<file path="config.mk">
export PLATFORM = sky130hd
export DESIGN_NAME = audio_mixer
export DESIGN_NICKNAME = d
export VERILOG_FILES = /design/src/rtl/audio_mixer.sv
export SDC_FILE = /design/constraint.sdc
export NUM_CORES = 1
export LEC_CHECK = 0
export BUFFER_PORTS_ARGS = -buffer_cell sky130_fd_sc_hd__buf_4
export CAP_MARGIN = 10
export CORE_UTILIZATION = 45
export CTS_BUF_LIST = sky130_fd_sc_hd__clkbuf_8
export CTS_CLUSTER_DIAMETER = 150
export DETAILED_ROUTE_END_ITERATION = 16
export GPL_TIMING_DRIVEN = 0
export SYNTH_ARGS = -nofsm -noshare
export SYNTH_HDL_FRONTEND = slang
export SYNTH_SLANG_ARGS = --single-unit
</file>
<file path="constraint.sdc">
create_clock -name clk -period 15.5 [get_ports clk]
set_input_delay 0.775 -clock clk [delete_from_list [all_inputs] [get_ports clk]]
set_output_delay 0.775 -clock clk [all_outputs]
set_load 0.01 [all_outputs]
</file>
<file path="src/rtl/audio_mixer.sv">
// N-channel stereo mixer: snapshots all channels on next_sample, accumulates one
// gained channel per clock per side, then saturates and left-justifies for dacif.
module audio_mixer #(
  parameter int NUM_CH = 4,
  parameter int IN_W   = 16,
  parameter int GAIN_W = 8,
  parameter int OUT_W  = 24
) (
  input  logic                     clk,
  input  logic                     rst,
  input  logic                     next_sample,
  input  logic [NUM_CH*IN_W-1:0]   ch_left,
  input  logic [NUM_CH*IN_W-1:0]   ch_right,
  input  logic [NUM_CH*GAIN_W-1:0] ch_gain,
  input  logic [NUM_CH-1:0]        ch_mute,
  input  logic                     overrun_clr,
  output logic [OUT_W-1:0]         left_data,
  output logic [OUT_W-1:0]         right_data,
  output logic                     out_valid,
  output logic                     busy,
  output logic                     overrun
);

  localparam int CNT_W = $clog2(NUM_CH);
  localparam int PRD_W = IN_W + GAIN_W + 1;
  localparam int ACC_W = PRD_W + CNT_W;

  localparam logic [1:0] IDLE  = 2'd0;
  localparam logic [1:0] ACCUM = 2'd1;
  localparam logic [1:0] SAT   = 2'd2;

  localparam logic signed [ACC_W-1:0] SAT_MAX = {{(ACC_W-IN_W+1){1'b0}}, {(IN_W-1){1'b1}}};
  localparam logic signed [ACC_W-1:0] SAT_MIN = {{(ACC_W-IN_W+1){1'b1}}, {(IN_W-1){1'b0}}};

  logic [1:0]                state_q, state_d;
  logic [NUM_CH*IN_W-1:0]    snap_l_q, snap_l_d;
  logic [NUM_CH*IN_W-1:0]    snap_r_q, snap_r_d;
  logic [NUM_CH*GAIN_W-1:0]  snap_g_q, snap_g_d;
  logic [NUM_CH-1:0]         snap_m_q, snap_m_d;
  logic signed [ACC_W-1:0]   acc_l_q, acc_l_d;
  logic signed [ACC_W-1:0]   acc_r_q, acc_r_d;
  logic [CNT_W-1:0]          ch_idx_q, ch_idx_d;
  logic [OUT_W-1:0]          left_q, left_d;
  logic [OUT_W-1:0]          right_q, right_d;
  logic                      valid_q, valid_d;
  logic                      busy_q, busy_d;
  logic                      overrun_q, overrun_d;

  logic signed [IN_W-1:0]    samp_l, samp_r;
  logic signed [GAIN_W:0]    gain_s;
  logic signed [PRD_W-1:0]   prod_l, prod_r;
  logic signed [ACC_W-1:0]   sum_l, sum_r;

  // Scale back by unity gain (floor), clamp to the IN_W signed range, left-justify.
  function automatic logic [OUT_W-1:0] sat_justify(input logic signed [ACC_W-1:0] acc);
    logic signed [ACC_W-1:0] scaled;
    logic [IN_W-1:0]         s;
    logic [OUT_W-1:0]        w;
    scaled = acc >>> (GAIN_W - 1);
    if (scaled > SAT_MAX)      s = {1'b0, {(IN_W-1){1'b1}}};
    else if (scaled < SAT_MIN) s = {1'b1, {(IN_W-1){1'b0}}};
    else                       s = scaled[IN_W-1:0];
    w = '0;
    w[OUT_W-1 -: IN_W] = s;
    return w;
  endfunction

  always_comb begin
    samp_l = snap_l_q[ch_idx_q*IN_W +: IN_W];
    samp_r = snap_r_q[ch_idx_q*IN_W +: IN_W];
    gain_s = $signed({1'b0, snap_g_q[ch_idx_q*GAIN_W +: GAIN_W]});
    prod_l = samp_l * gain_s;
    prod_r = samp_r * gain_s;
    if (snap_m_q[ch_idx_q]) begin
      prod_l = '0;
      prod_r = '0;
    end
    sum_l = acc_l_q + {{CNT_W{prod_l[PRD_W-1]}}, prod_l};
    sum_r = acc_r_q + {{CNT_W{prod_r[PRD_W-1]}}, prod_r};
  end

  always_comb begin
    state_d  = state_q;
    snap_l_d = snap_l_q;
    snap_r_d = snap_r_q;
    snap_g_d = snap_g_q;
    snap_m_d = snap_m_q;
    acc_l_d  = acc_l_q;
    acc_r_d  = acc_r_q;
    ch_idx_d = ch_idx_q;
    left_d   = left_q;
    right_d  = right_q;
    valid_d  = 1'b0;
    busy_d   = busy_q;
    case (state_q)
      IDLE: begin
        if (next_sample) begin
          snap_l_d = ch_left;
          snap_r_d = ch_right;
          snap_g_d = ch_gain;
          snap_m_d = ch_mute;
          acc_l_d  = '0;
          acc_r_d  = '0;
          ch_idx_d = '0;
          busy_d   = 1'b1;
          state_d  = ACCUM;
        end
      end
      ACCUM: begin
        acc_l_d  = sum_l;
        acc_r_d  = sum_r;
        ch_idx_d = ch_idx_q + CNT_W'(1);
        // Register the saturated words on the last channel so they are visible during SAT.
        if (ch_idx_q == CNT_W'(NUM_CH - 1)) begin
          left_d  = sat_justify(sum_l);
          right_d = sat_justify(sum_r);
          valid_d = 1'b1;
          state_d = SAT;
        end
      end
      SAT: begin
        busy_d  = 1'b0;
        state_d = IDLE;
      end
      default: begin
        busy_d  = 1'b0;
        state_d = IDLE;
      end
    endcase
  end

  // Set dominates clear when both happen in the same cycle.
  always_comb begin
    overrun_d = overrun_q;
    if (overrun_clr) overrun_d = 1'b0;
    if (next_sample && (state_q != IDLE)) overrun_d = 1'b1;
  end

  always_ff @(posedge clk or negedge rst) begin
    if (!rst) begin
      state_q   <= IDLE;
      snap_l_q  <= '0;
      snap_r_q  <= '0;
      snap_g_q  <= '0;
      snap_m_q  <= '0;
      acc_l_q   <= '0;
      acc_r_q   <= '0;
      ch_idx_q  <= '0;
      left_q    <= '0;
      right_q   <= '0;
      valid_q   <= 1'b0;
      busy_q    <= 1'b0;
      overrun_q <= 1'b0;
    end else begin
      state_q   <= state_d;
      snap_l_q  <= snap_l_d;
      snap_r_q  <= snap_r_d;
      snap_g_q  <= snap_g_d;
      snap_m_q  <= snap_m_d;
      acc_l_q   <= acc_l_d;
      acc_r_q   <= acc_r_d;
      ch_idx_q  <= ch_idx_d;
      left_q    <= left_d;
      right_q   <= right_d;
      valid_q   <= valid_d;
      busy_q    <= busy_d;
      overrun_q <= overrun_d;
    end
  end

  assign left_data  = left_q;
  assign right_data = right_q;
  assign out_valid  = valid_q;
  assign busy       = busy_q;
  assign overrun    = overrun_q;

endmodule

</file>
==> metrics.md, run 1 <==
| Metric | Value |
|---|---|
| Outcome | `complete, no violations` |
| Final core area utilization | `52.49%` |
| Count of input and output buffers | `202` |
| DIE WIDTH | `227.5 um` |
| I/O pins | `219` |
| Grt total ovfl | `0` |
| Dpl ws | `3.963 ns` |
| Layout cell share with drive strength beyond 1 | `12.31%` |
| Row Count | `82` |
| H-tree Lvls | `2` |
| Share of the synthesized area in the top cell type | `28.12%` |
| Post-cts sizing count | `0` |
| Synth unique cells | `80` |
| Vias in the first global route | `19,547` |
| Number of synthesized register bits | `257` |
| CP max FO | `10` |
| Pin count of the biggest net entering global routing | `110` |
| Die area | `51,740 um^2` |
| Max-slew violation count | `0` |
| Most frequent CP cell | `clkbuf_1` |
| Longest Clk Path Bufs | `3` |
| Die Y | `227.5 um` |
| Setup CP Type | `register to register` |
| Unrepaired setup endpoints after global routing | `no` |
| Startpoint types | `register` |
| Syn. warnings | `0` |
| Clk_lat worst skew | `0.62 ns` |
| Final setup vio count | `0` |
| Period utilization | `74.76%` |
| Highest Clock Rate | `0.08629 GHz` |
| Worst hold slack | `0.1385 ns` |
| RePlAce Congestion | `0.9326` |
| Actual slew at the worst max-slew pin | `1.092 ns` |
| Worst Clk Skew | `0.02886 ns` |
| First-pass GRT wire length | `102,500 um` |
| Commonest cells in the netlist | `nand2_1, inv_1, dfrtp_1` |
| Critical Path AT | `12.12 ns` |
| Routed WL | `63,690 um` |
| Top FF cell, synth | `dfrtp_1` |
| Core area | `50,170 um^2` |
| Post-CTS setup-driven buffer insertion count | `0` |
| Initial core utilization | `45.59%` |
| CTS buffer count | `47` |
| Leading area contributor after synthesis | `dfrtp_1` |
| Fillers | `4,772` |
| CTS clk-pin slew, worst paths | `0.06 ns` |
| Final hold vios | `0` |
| Number of synthesized flops with an enable pin | `0` |
| Via count | `18,667` |
| Overall routing resource usage | `25.63%` |
| Initial DRC Count | `1,232` |
| Antenna violations before repair | `1` |
| Sum Neg Setup Slack | `0 ns` |
| Area Growth Syn to Fin | `15.12%` |
| Hold buffers post-CTS | `0` |
| Antenna Nets Post-Route | `0` |
| Max Cap Viol | `0` |
| Clk sink count | `257` |
| DRT Pass-1 Iters | `5` |
| Cell with the most instances after synthesis | `nand2_1` |
| Clock Tree Root | `clkbuf_8` |
| Syn_area_per_cell | `8.606 um^2` |
| Min Tclk post-route | `11.59 ns` |
| Syn Std Cell Area | `22,870 um^2` |
| Sequential share of the synthesized area | `28.12%` |
| Max stage delay on crit path | `0.82 ns` |
| Drt drc | `0` |
| Routed WL per cell | `17.54 um` |
| Worst EP required | `16.03 ns` |
| Worst hold path class | `primary input to async pin` |
| Detailed Place HPWL | `51,130 um` |
| Synth area leaders | `dfrtp_1, fa_1, nand2_1` |
| Crit-path slowest cell | `clkbuf_1` |
| Final nets | `3,453` |
| TritonCTS clock tree | `done` |
| Synth async-reset ratio | `100.0%` |
| Vias/cell | `5.141` |
| Gate Count Post-Synth | `2,658` |
| Final WS setup | `3.912 ns` |
| Critical Path End Type | `register` |
| Relative slew slack | `27.20%` |
-- per-stage QoR --
stage               instance area (um^2)  std cells
floorplan                          22930       2673
global route                       26330       3630
CTS                                26330       3630
detailed placement                 25350       3549
finish                             26330       3631
global placement                   25290       3547
-- placed cells by master, fill, tap and decap left out, drive strengths merged, types with 26 or more instances in the layout --
master | synthesis | final
dfrtp | 257 | 257
clkbuf | 92 | 149
ha | 153 | 153
xor2 | 32 | 32
nor2 | 143 | 143
buf | 29 | 233
nor3 | 27 | 27
a21oi | 76 | 76
mux4 | 26 | 26
inv | 346 | 361
o21ai | 101 | 101
fa | 206 | 206
xnor2 | 41 | 41
a21o | 31 | 31
nand2 | 722 | 722
and2 | 67 | 67
nand3 | 62 | 62
-- area by class of cell --
| class | instances | area [um^2] | area share (%) |
|---|---|---|---|
| inverter | 347 | 1303 | 4.946 |
| clock buffer | 57 | 784.5 | 2.979 |
| tap | 672 | 840.8 | 3.193 |
| buffer | 121 | 533.0 | 2.024 |
| antenna | 1 | 2.502 | 0.009503 |
| timing repair buffer | 204 | 1579 | 5.996 |
| multi-input combinational | 1948 | 14660 | 55.69 |
| sequential | 257 | 6431 | 24.42 |
| clock inverter | 24 | 195.2 | 0.7412 |
-- per-layer routing --
layer / wire (um) / GRT usage [%] / up-vias
met1: 29260 / 35.14 / 9020
li1: - / - / 8986
met4: 2129 / 9.093 / 2
met2: 28850 / 41.35 / 539
met5: 110 / 0 / -
met3: 3336 / 3.730 / 120
-- flip-flops by register name, indices dropped and copies added, names as in the netlist, 2 cells and up --
name,count
left_data,16
right_data,16
snap_l_q,64
acc_r_q,27
snap_r_q,64
ch_idx_q,2
snap_g_q,32
state_q,2
acc_l_q,27
snap_m_q,4
-- worst paths after layout --
| path | to | cells past startpoint | slack (ns) | startpoint |
|---|---|---|---|---|
| setup / recovery | right_data[16]$_DFFE_PN0P_ | 35 | 3.91 | ch_idx_q[0]$_DFFE_PN0P_ |
| hold / removal | left_data[19]$_DFFE_PN0P_ | 1 | 0.14 | rst |
| setup reg to reg | right_data[16]$_DFFE_PN0P_ | 35 | 3.91 | ch_idx_q[0]$_DFFE_PN0P_ |
| hold reg to reg | snap_r_q[2]$_DFFE_PN0P_ | 2 | 0.47 | snap_r_q[2]$_DFFE_PN0P_ |
| max in group asynchronous | snap_r_q[5]$_DFFE_PN0P_ | 3 | 14.04 | rst |
| min in group clk | snap_l_q[39]$_DFFE_PN0P_ | 3 | 0.34 | ch_left[39] |
-- critical path, delay by kind of cell, from the launching register on --
kind	cells	cell delay, ns
xor+xnor	2	0.29
simple gates	6	0.89
fa+ha+maj	6	2.84
buf+inv	9	3.52
flops	1	0.37
compound gates	12	3.53
-- kinds of logic (layout without fill, tap and decap cells) --
logic type	Yosys count	after routing	share of synthesized area, %
simple gates	1109	1109	20.49
buf+inv	468	753	8.024
fa+ha+maj	359	359	26.40
compound gates	328	328	9.616
flops	257	257	28.12
xor+xnor	77	77	3.222
mux	59	59	4.119
other cells	1	17	0.01639
Power of run 1 is left out: the tool's default activity adds up to more than one toggle a clock period on the data nets, which glitch-free logic cannot reach.
==> run 2, diff against run 1 <==
clock period = 10.9 ns   (was 15.5 ns; I/O delays follow)
==> metrics.md, run 2 (synthesis gave the netlist of run 1 again) <==
| Metric | Value |
|---|---|
| Initial core utilization | `45.59%` |
| Worst EP required | `11.43 ns` |
| Pin count of the biggest net entering global routing | `110` |
| Critical path's top delay family | `compound AO/OA/AOI/OAI gates` |
| Row Count | `82` |
| CTS buffer count | `47` |
| First-pass GRT wire length | `102,400 um` |
| Overall routing resource usage | `25.58%` |
| Max-slew violation count | `0` |
| Grt total ovfl | `0` |
| Reg2reg end | `right_data[16]$_DFFE_PN0P_` |
| Period utilization | `93.39%` |
| Worst hold slack | `0.1112 ns` |
| Worst R2R Setup Slack | `0.72 ns` |
| Via count | `18,584` |
| Vias in the first global route | `19,567` |
| Placed Area | `25,350 um^2` |
| Clock Tree Root | `clkbuf_8` |
| Detailed Place HPWL | `51,130 um` |
| Worst reg-to-reg path cell count | `34` |
| Min Tclk post-route | `10.18 ns` |
| Worst Clk Skew | `0.02758 ns` |
| Initial DRC Count | `1,198` |
| Sum Neg Setup Slack | `0 ns` |
| Clk_lat worst skew | `0.62 ns` |
| Hold path endpoint | `snap_m_q[0]$_DFFE_PN0P_` |
| Outcome | `complete, no violations` |
| WP buf/inv | `8` |
| Longest Clk Path Bufs | `3` |
| DIE WIDTH | `227.5 um` |
| Critical Path End Type | `register` |
| Vias/cell | `5.118` |
| Routed WL per cell | `17.51 um` |
| CTS clk-pin slew, worst paths | `0.06 ns` |
| Worst hold path class | `primary input to register` |
| Count of input and output buffers | `202` |
| Min-Delay Path Depth | `3` |
| Core area | `50,170 um^2` |
| Final hold vios | `0` |
| Antenna Nets Post-Route | `0` |
| Post-route cell area | `26,350 um^2` |
| Drt drc | `0` |
| CP max FO | `10` |
| Commonest non-fill, non-tap cells in the layout | `nand2_1, inv_1, dfrtp_1` |
| Area Growth Syn to Fin | `15.20%` |
| Clk sink count | `257` |
| Critical Path AT | `10.71 ns` |
| TritonCTS clock tree | `done` |
| Crit-path slowest cell | `o41ai_4` |
| Highest Clock Rate | `0.09824 GHz` |
| DRT Pass-1 Iters | `5` |
| Final nets | `3,453` |
| Leading cell type in the layout, fill and taps excluded | `nand2_1` |
| Actual slew at the worst max-slew pin | `0.9612 ns` |
| I/O pins | `219` |
| Die area | `51,740 um^2` |
| Final setup vio count | `0` |
| Layout cell share with drive strength beyond 1 | `12.54%` |
| Antenna violations before repair | `1` |
| Routed WL | `63,570 um` |
| Largest regs | `snap_l_q: 64 flops, snap_r_q: 64 flops, snap_g_q: 32 flops` |
| Max stage delay on crit path | `0.60 ns` |
| Worst min-delay path startpoint | `ch_mute[0]` |
| H-tree Lvls | `2` |
| Max Cap Viol | `0` |
| Startpoint types | `register` |
| Setup CP Type | `register to register` |
| Reg-to-reg startpoint | `ch_idx_q[1]$_DFFE_PN0P_` |
| RePlAce Congestion | `0.9326` |
| Relative slew slack | `35.49%` |
| Die Y | `227.5 um` |
| Unrepaired setup endpoints after global routing | `no` |
run 2: worst max path at each step:
stage,from,depth (start not counted),end
detailed placement,ch_idx_q[0]$_DFFE_PN0P_,35,right_data[16]$_DFFE_PN0P_
finish,ch_idx_q[1]$_DFFE_PN0P_,34,right_data[16]$_DFFE_PN0P_
global route,ch_idx_q[0]$_DFFE_PN0P_,37,right_data[19]$_DFFE_PN0P_
floorplan,ch_idx_q[0]$_DFFE_PN0P_,38,right_data[13]$_DFFE_PN0P_
CTS,ch_idx_q[1]$_DFFE_PN0P_,37,right_data[16]$_DFFE_PN0P_
global placement,ch_idx_q[0]$_DFFE_PN0P_,35,right_data[17]$_DFFE_PN0P_
run 2: layer usage:
layer | global-route usage, % | share of wire (%) | up-vias | wire, um
li1 | - | - | 8980 | -
met1 | 34.99 | 46 | 8966 | 29100
met2 | 41.11 | 45 | 517 | 28730
met3 | 3.962 | 5.7 | 121 | 3602
met4 | 9.288 | 3.4 | 0 | 2135
met5 | 0 | 0 | - | 0
run 2: area by class of cell:
type | instances | area, um^2
clock inverters | 24 | 195.2
clock buffers | 57 | 784.5
plain buffers | 120 | 540.5
inverters | 347 | 1303
repair buffers | 205 | 1589
well taps | 672 | 840.8
flip-flops and latches | 257 | 6431
fillers | 4773 | 23820
diodes | 1 | 2.502
multi-input cells | 1948 | 14660
run 2: metrics by stage:
step | worst slack, ns | cells | utilization (%)
finish | 0.7204 | 3631 | 52.52
global route | 0.2036 | 3630 | 52.52
CTS | 0.01443 | 3630 | 52.50
detailed placement | -0.6370 | 3549 | 50.53
global placement | -0.5806 | 3547 | 50.40
floorplan | 1.832 | 2673 | -
run 2: worst min-delay path, stage by stage:
cell and delay [ns]:
buf_4 0.08, nand2_1 0.04, nand2_1 0.04
run 2: what timing repair did:
action / 4_1_cts / 5_1_grt
gates resized for setup: 1 / 14
hold buffers: 1 / 0
endpoints found under the setup margin: 32 / 30
endpoints found under the hold margin: 86 / 0
setup buffers: 0 / 0
Power of run 2 is left out for the same reason.
==> run 3, diff against run 2 <==
clock period = 12.4 ns   (was 10.9 ns; I/O delays follow)
==> metrics.md, run 3 (synthesis gave the netlist of run 1 again) <==
| Metric | Value |
|---|---|
| Critical Path End Type | `register` |
| Actual slew at the worst max-slew pin | `1.066 ns` |
| WP buf/inv | `9` |
| Worst Clk Skew | `0.02810 ns` |
| Post-route cell area | `26,340 um^2` |
| Final setup vio count | `0` |
| Footprint of the multi-input gates | `14,660 um^2` |
| Post-CTS setup-driven buffer insertion count | `0` |
| Reg2reg end | `right_data[16]$_DFFE_PN0P_` |
| Met1 GRT Util | `35.14%` |
| Core area | `50,170 um^2` |
| Commonest non-fill, non-tap cells in the layout | `nand2_1, inv_1, dfrtp_1` |
| Hold buffers post-CTS | `1` |
| Clk sink count | `257` |
| CTS clk-pin slew, worst paths | `0.06 ns` |
| Overall routing resource usage | `25.63%` |
| Initial core utilization | `45.59%` |
| Longest Clk Path Bufs | `3` |
| Antenna violations before repair | `1` |
| Critical Path AT | `12.10 ns` |
| Unrepaired setup endpoints after global routing | `no` |
| Vias/cell | `5.130` |
| Worst reg-to-reg path cell count | `35` |
| Worst R2R Setup Slack | `0.83 ns` |
| Initial DRC Count | `1,287` |
| Met2 Resource Use GR | `41.35%` |
| Met3 usage | `3.730%` |
| Row Count | `82` |
| Fillers | `4,768` |
| Routed WL per cell | `17.53 um` |
| Critical path's top delay family | `compound AO/OA/AOI/OAI gates` |
| Min-Delay Path Depth | `3` |
| Hold path endpoint | `snap_l_q[39]$_DFFE_PN0P_` |
| Setup CP Type | `register to register` |
| DIE WIDTH | `227.5 um` |
| Final cell count without fillers | `3,632` |
| Placed cells | `3,549` |
| Clk_lat worst skew | `0.62 ns` |
| Relative slew slack | `28.97%` |
| Highest Clock Rate | `0.08644 GHz` |
| Worst EP required | `12.93 ns` |
| Placed Area | `25,350 um^2` |
| Layout cell share with drive strength beyond 1 | `12.30%` |
| Final nets | `3,454` |
| TritonCTS clock tree | `done` |
| Leading cell type in the layout, fill and taps excluded | `nand2_1` |
| Period utilization | `93.30%` |
| Outcome | `complete, no violations` |
| Final hold vios | `0` |
| CTS buffer count | `47` |
| H-tree Lvls | `2` |
| Post-cts sizing count | `0` |
| Routed WL | `63,680 um` |
| Crit-path slowest cell | `clkbuf_1` |
| Grt peak-use layer | `met2` |
| Die Y | `227.5 um` |
| CP max FO | `10` |
| Detailed Place HPWL | `51,130 um` |
| Largest regs | `snap_l_q: 64 flops, snap_r_q: 64 flops, snap_g_q: 32 flops` |
| Max-slew violation count | `0` |
| Antenna Nets Post-Route | `0` |
| Max Cap Viol | `0` |
| Sum Neg Setup Slack | `0 ns` |
| I/O pins | `219` |
| Area Growth Syn to Fin | `15.16%` |
| Grt total ovfl | `0` |
| Clock Tree Root | `clkbuf_8` |
| Startpoint types | `register` |
| Drt drc | `0` |
| Via count | `18,631` |
| Count of input and output buffers | `202` |
| Vias in the first global route | `19,547` |
| Min Tclk post-route | `11.57 ns` |
| DRT Pass-1 Iters | `5` |
| Worst hold path class | `primary input to register` |
| Register area | `6431 um^2` |
| Pin count of the biggest net entering global routing | `110` |
| Reg-to-reg startpoint | `ch_idx_q[0]$_DFFE_PN0P_` |
| First-pass GRT wire length | `102,500 um` |
| Final core area utilization | `52.51%` |
| Die area | `51,740 um^2` |
| Worst min-delay path startpoint | `ch_left[39]` |
| Most frequent CP cell | `clkbuf_1` |
| RePlAce Congestion | `0.9326` |
| Max stage delay on crit path | `0.82 ns` |
run 3: cell type report:
type / count / share of cell area (%)
Timing Repair Buffer: 205 / 6.032
Clock inverter: 24 / 0.7410
Sequential cell: 257 / 24.41
Tap cell: 672 / 3.192
Inverter: 347 / 4.944
Buffer: 121 / 2.023
Antenna cell: 1 / 0.009499
Multi-Input combinational cell: 1948 / 55.67
Clock buffer: 57 / 2.978
run 3: worst min-delay path: stages:
cell and delay [ns]:
buf_4 0.08, nand2_1 0.04, nand2_1 0.04
run 3: worst max-delay path by stage:
stage	start	endpoint	slack, ns	cells past startpoint
after floorplan	ch_idx_q[0]$_DFFE_PN0P_	right_data[13]$_DFFE_PN0P_	3.33	38
after global placement	ch_idx_q[0]$_DFFE_PN0P_	right_data[17]$_DFFE_PN0P_	0.92	35
after detailed placement	ch_idx_q[0]$_DFFE_PN0P_	right_data[16]$_DFFE_PN0P_	0.86	35
after CTS	ch_idx_q[0]$_DFFE_PN0P_	right_data[16]$_DFFE_PN0P_	0.76	35
after global routing	ch_idx_q[0]$_DFFE_PN0P_	right_data[19]$_DFFE_PN0P_	0.06	35
final	ch_idx_q[0]$_DFFE_PN0P_	right_data[16]$_DFFE_PN0P_	0.83	35
run 3: routing by layer:
layer | up-vias | wire length [um]
met1 | 8970 | 29190
met4 | 0 | 2100
met3 | 118 | 3542
met2 | 556 | 28850
met5 | - | 0
li1 | 8987 | -
run 3: through the flow:
| stage | setup WS [ns] | hold slack [ns] |
|---|---|---|
| 6_report | 0.8312 | 0.1897 |
| 3_5_place_dp | 0.8630 | 0.4582 |
| 2_1_floorplan | 3.332 | 0.3244 |
| 3_3_place_gp | 0.9194 | 0.4514 |
| 4_1_cts | 0.7610 | 0.1424 |
| 5_1_grt | 0.06153 | 0.1700 |
Power of run 3 is left out for the same reason.
